## src/rtl/param_seq_source.sv

```systemverilog
// rtl/param_seq_source.sv - parameter-defined finite word sequence over a valid/ready stream
// Three-state FSM (IDLE/RUN/DONE); outputs decode from registered state only, so out_ready never reaches out_valid/out_data.
module param_seq_source #(
  parameter int          WIDTH       = 8,
  parameter logic [31:0] START_VALUE = 32'h12,
  parameter logic [31:0] STEP        = 32'h1,
  parameter int          LENGTH      = 16,
  parameter bit          WRAP_EN     = 1'b1
) (
  input  logic             clk,
  input  logic             rst,
  input  logic             start,
  output logic             out_valid,
  input  logic             out_ready,
  output logic [WIDTH-1:0] out_data,
  output logic             out_last,
  output logic             busy,
  output logic             done,
  output logic [15:0]      seq_count
);

  localparam logic [WIDTH-1:0] START_W  = START_VALUE[WIDTH-1:0];
  localparam logic [WIDTH-1:0] STEP_W   = STEP[WIDTH-1:0];
  localparam logic [15:0]      LAST_IDX = 16'(LENGTH - 1);

  typedef enum logic [1:0] {IDLE, RUN, DONE} state_t;

  state_t          state;
  state_t          state_nxt;
  logic [15:0]     index;
  logic [WIDTH:0]  sum;
  logic [WIDTH-1:0] next_word;
  logic            handshake;
  logic            is_last;

  // Carry out of the WIDTH+1 bit sum selects all-ones when saturating.
  assign sum       = {1'b0, out_data} + {1'b0, STEP_W};
  assign next_word = (WRAP_EN || !sum[WIDTH]) ? sum[WIDTH-1:0] : {WIDTH{1'b1}};
  assign is_last   = (index == LAST_IDX);
  assign handshake = out_valid && out_ready;

  always_comb begin
    state_nxt = state;
    out_valid = 1'b0;
    out_last  = 1'b0;
    busy      = 1'b0;
    done      = 1'b0;
    case (state)
      IDLE: begin
        if (start) state_nxt = RUN;
      end
      RUN: begin
        out_valid = 1'b1;
        out_last  = is_last;
        busy      = 1'b1;
        if (handshake && is_last) state_nxt = DONE;
      end
      DONE: begin
        busy      = 1'b1;
        done      = 1'b1;
        state_nxt = IDLE;
      end
      default: state_nxt = IDLE;
    endcase
  end

  always_ff @(posedge clk) begin
    if (rst) begin
      state     <= IDLE;
      out_data  <= '0;
      index     <= '0;
      seq_count <= '0;
    end else begin
      state <= state_nxt;
      if (state == IDLE && start) begin
        out_data <= START_W;
        index    <= '0;
      end else if (state == RUN && handshake && !is_last) begin
        out_data <= next_word;
        index    <= index + 16'd1;
      end
      if (state == DONE) seq_count <= seq_count + 16'd1;
    end
  end

endmodule
```

## config.mk

```make
export PLATFORM = sky130hd
export DESIGN_NAME = param_seq_source
export DESIGN_NICKNAME = d
export VERILOG_FILES = /design/src/rtl/param_seq_source.sv
export SDC_FILE = /design/constraint.sdc
export NUM_CORES = 1
export LEC_CHECK = 0
export CORE_UTILIZATION = 35
export DETAILED_ROUTE_END_ITERATION = 8
export PLACE_DENSITY = 0.64
export SYNTH_ARGS = -nofsm -noshare
export SYNTH_HDL_FRONTEND = slang
export SYNTH_SLANG_ARGS = --single-unit
```

## constraint.sdc

```tcl
create_clock -name clk -period 4.88 [get_ports clk]
set_input_delay 0.488 -clock clk [delete_from_list [all_inputs] [get_ports clk]]
set_output_delay 0.488 -clock clk [all_outputs]
set_load 0.01 [all_outputs]
```

Word level (Yosys, flattened, before mapping):

Cells that the tools add are included.
W data, S select, Z words.

* memory bits (read-only): 0
* bits in writable memories: 0
* output and inout bits: 28
* bits of input ports: 4
* bits in registers: 42
* word-level logic and storage cells: 33
* bits in latches: 0
* memories kept: 0

* multipliers: 0
* bitwise logic cells: 0
* magnitude comparators: 0
* shifts and indexed selects: 0
* mux-type cells: 9
* reduce and logical (&&, ||, !) cells: 11
* divide/modulo/power cells: 0
* add/sub/neg operators: 3
* equality and inequality tests: 5

Operator list (number)
* $add A16 B1 Y16 const B: 2
* $eq A16 B4 Y1 const B: 1
* $mux W5: 2
* $add A8 B1 Y8 const B: 1
* $logic_and A1 B1 Y1: 5
* $mux W1: 4
* $mux W2: 2
* $ne A2 B2 Y1 const B: 2
* $pmux W2 S2: 1
* $reduce_or A2 Y1: 2
* $eq A2 B1 Y1 const B: 1
* $eq A2 B2 Y1 const B: 1
* $logic_not A2 Y1: 1
* $reduce_and A2 Y1: 1
* $reduce_bool A2 Y1: 1
* $logic_not A1 Y1: 1

Depth between registers and ports, before layout:

* depth after elaboration: 7
* mapped depth: 8
* depth with buffers taken out: 7

Worst setup path after synthesis:

No wires, ideal clock.

* path kind: reg2out
* start point: reg index[0]
* end point: out out_last
* buffers on the path: 2
* setup slack: 2846 ps
* stages on the path, launching flop included: 7
* data arrival time: 1546 ps
* path through: dfxtp_1 ha_1 nor4bb_1 and4_1 buf_6 buf_8 and2_1

* word-level cells in the longest chain between the ends: 2

RTL lines
* start: declaration: RTL line 30 `logic [15:0] index;`
* start signal: assignment: RTL line 80 `index <= index + 16'd1;`
* $eq A16 B4 Y1: RTL line 39 `assign is_last = (index == LAST_IDX);`
* $mux W1: RTL line 48 `case (state)`
* end: declaration: RTL line 16 `output logic out_last,`

Every way passes these cells.

Final worst setup path:

Ends and elaborated chain as after synthesis.

==> summary.md <==
| Metric | Value |
|---|---|
| Min-delay src | `seq_count[6]` |
| Synth top area cells | `dfxtp_1 43%, xnor2_1 8.4%, nor2_1 7.6%, xor2_1 6.2%, ha_1 5.1%` |
| Reg2reg start | `index[0]` |
| Most used flip-flop cell after synthesis | `dfxtp_1` |
| I/O pin count | `32` |
| Total routed wirelength | `~3800 um` |
| Final hold vios | `0` |
| Post-Layout Inst Area | `roughly 2400 um2` |
| Vias per cell | `about 4.8` |
| CP Launch Type | `flop` |
| DIE HEIGHT | `~77 um` |
| Post-Synthesis Cells | `between 200 and 250` |
| Routed Antenna Nets | `0` |
| Combinational cell fraction of total power | `a little over a fifth` |
| Htree depth | `2` |
| Via Count | `~1.6k` |
| Seq pwr share | `around 50%` |
| Sequential fraction of the synthesis area | `a little over two fifths` |
| Run status | `complete, no violations` |
| Pint | `~0.54 mW` |
| Final std cells w/o fill | `around 320` |
| Sink Count | `42` |
| Crit-path max FO | `19` |
| Largest net degree at the start of global routing | `24` |
| Worst R2R End | `index[12]` |
| Power Density | `~320 nW/um2` |
| R2r setup slk | `~2.6 ns` |
| WL/cell | `11.69 um` |
| Global-route wire length before repair | `~6700 um` |
| Number of flops mapped to enable cells by yosys | `0` |
| CTS tree | `built` |
| VDD IR max | `approximately 0.18 mV` |
| Worst path arrival time | `approximately 2.7 ns` |
| Hold Crit Depth | `2` |
| Crit end category | `output port` |
| DP Area | `2322 um2` |
| Root Driver | `clkbuf_8` |
| Die W | `~77 um` |
| Reg2reg path depth | `6` |
| Max Cap Viol | `0` |
| Synth warnings | `0` |
| DRC | `0` |
| Slew margin rel. | `43.12%` |
| Setup Crit Path Kind | `reg -> out` |
| Mapped Nets | `232` |
| Post-CTS sizing | `0` |
| Placer Congestion | `0.7496` |
| Fmax achieved | `about 310 MHz` |
| Crit path launch | `index[0]` |
| CTS Hold Buffers Added | `0` |
| Final Skew | `about 0.0065 ns` |
| Sw Share | `~30%` |
| Slowest stage delay, CP | `0.67 ns` |
| Antenna violations before repair | `0` |
| Psw | `0.2263 mW` |
| RSZ-0062 raised after global routing | `no` |
| CTS buffer count | `5` |
| Postcts setup bufs | `0` |
| Layout Nets | `between 200 and 300` |
| Vias in the first global route | `around 1.5k` |
| Die ar. | `approximately 6000 um2` |
| Clock transition at the registers of the reported paths | `~0.090 ns` |
| Post-synth top area share | `a little over two fifths` |
| HPWL after detailed placement | `about 2700 um` |
| Layout cell share with drive strength beyond 1 | `between 3 and 4%` |
| Iter 0 DRT Violations | `49` |
| Max clock buf depth | `2` |
| Cell Area, Synth | `1969 um2` |
| Worst Max-Slew Pin Slew | `0.8531 ns` |
| Crit path max-delay cell type | `and4_1` |
| Final setup TNS | `0 ns` |
| Pleak | `~0.82 nW` |
| Placed Cells | `314` |
| Clk Latency, worst-skew pair | `between 0.2 and 0.3 ns` |
| Area grow syn2layout | `22.49%` |
| Post-synthesis register bit count | `42` |
| Final count of negative-setup-slack endpoints | `0` |
| Max Slew Vio Count | `0` |
| Async S/R FF share, synth | `0%` |
| Initial DRT Pass Iterations | `4` |
| Largest area contributor in the netlist | `dfxtp_1` |
| Most common cell after layout, fill and taps aside | `dfxtp_1` |
| Diode count | `0` |
| Min Tclk post-route | `3.187 ns` |
| Syn avg cell area | `slightly below 9 um2` |
| Starting density of the core | `~37%` |
| Crit path cell chain | `ha_1, nor4bb_1, and4_1, and2_1, clkdlybuf4s50_1` |
| WP data required | `~4.4 ns` |
| Core Area | `between 5000 and 6000 um2` |
| HP Class | `reg -> reg` |
| CP endpoint | `out_last` |
| Most frequent cells in the layout | `42 x dfxtp_1, 40 x nor2_1, 31 x clkdlybuf4s50_1, 19 x xnor2_1, 15 x nand2_1` |
| Final core occ | `between 40% and 50%` |
| Grt ovf | `0` |
| # rows | `26` |
| Clk pwr share | `between 20% and 30%` |
| IO Port Bufs | `31` |
| Distinct cells, synth | `29` |
| Global Route Usage Sum | `14.01%` |
| Crit share post-route | `approximately 65%` |
[kinds of logic (layout without fill, tap and decap cells)]
kind of cell | count (synthesis) | in the layout | share of synthesized area, %
xor+xnor | 33 | 33 | 14.68
flops | 42 | 42 | 42.69
fa+ha+maj | 8 | 8 | 5.083
compound gates | 11 | 11 | 3.240
simple gates | 109 | 109 | 28.52
buf+inv | 12 | 44 | 3.240
mux | 5 | 5 | 2.541
[cell type report]
class,instances,area [um2]
fill,537,2858
clock buffer,5,68.82
sequential,42,840.8
clock inverter,3,21.27
timing repair buffer,31,310.3
tap,70,87.58
multi-input combinational,166,1065
inverter,5,18.77
[power groups by stage]
| stage | registers, mW | clock network [mW] | logic [mW] |
|---|---|---|---|
| after detailed placement | 0.385 | 0 | 0.164 |
| after floorplan | 0.385 | 0 | 0.103 |
| final | 0.376 | 0.224 | 0.163 |
| after CTS | 0.377 | 0.236 | 0.165 |
| after global routing | 0.379 | 0.248 | 0.184 |
| after global placement | 0.385 | 0 | 0.164 |
[layer usage]
metal / vias up / GRT usage [%] / routed length [um]
met4: 0 / 3.962 / 38
li1: 815 / - / -
met2: 34 / 23.75 / 1738
met5: - / 0 / 0
met3: 5 / 3.571 / 137
met1: 706 / 17.47 / 1849
[synthesized netlist by cell type (2+ instances only)]
cell,instances
o21ai_0,3
a21oi_1,6
and3_1,2
and4_1,4
nand4_1,8
clkbuf_1,5
and2_1,2
nand3_1,11
nor4b_1,5
dfxtp_1,42
nor4_1,7
nor3_1,5
nand2_1,15
or3_1,4
nor2_1,40
xor2_1,14
nor3b_1,2
mux2i_1,5
ha_1,8
xnor2_1,19
inv_1,5
[metrics by stage]
stage                     power, mW  setup WS (ns)  hold WS, ns
after floorplan              0.4873          2.846       0.4832
after global placement       0.5484          2.088       0.4871
after detailed placement     0.5491          2.035       0.4952
after CTS                    0.7782          1.697       0.5117
after global routing         0.8114          1.448       0.5302
final                        0.7633          1.693       0.5114
[worst min-delay path by stage]
stage | end | slack [ns]
floorplan | index[3] | 0.48
global placement | seq_count[6] | 0.49
detailed placement | seq_count[6] | 0.50
CTS | seq_count[6] | 0.51
global route | seq_count[6] | 0.53
finish | seq_count[6] | 0.51
[flip-flops by register name, summed over array words and instances, names as in the netlist]
name and count:
index 16, out_data 8, seq_count 16, state 2
[worst max-delay path, delay by kind of cell, from the launching register on]
kind | cells | cell delay (ns)
simple gates | 3 | 1.31
buf+inv | 1 | 0.53
flops | 1 | 0.37
fa+ha+maj | 1 | 0.20
(Power assumes the default switching activity.)
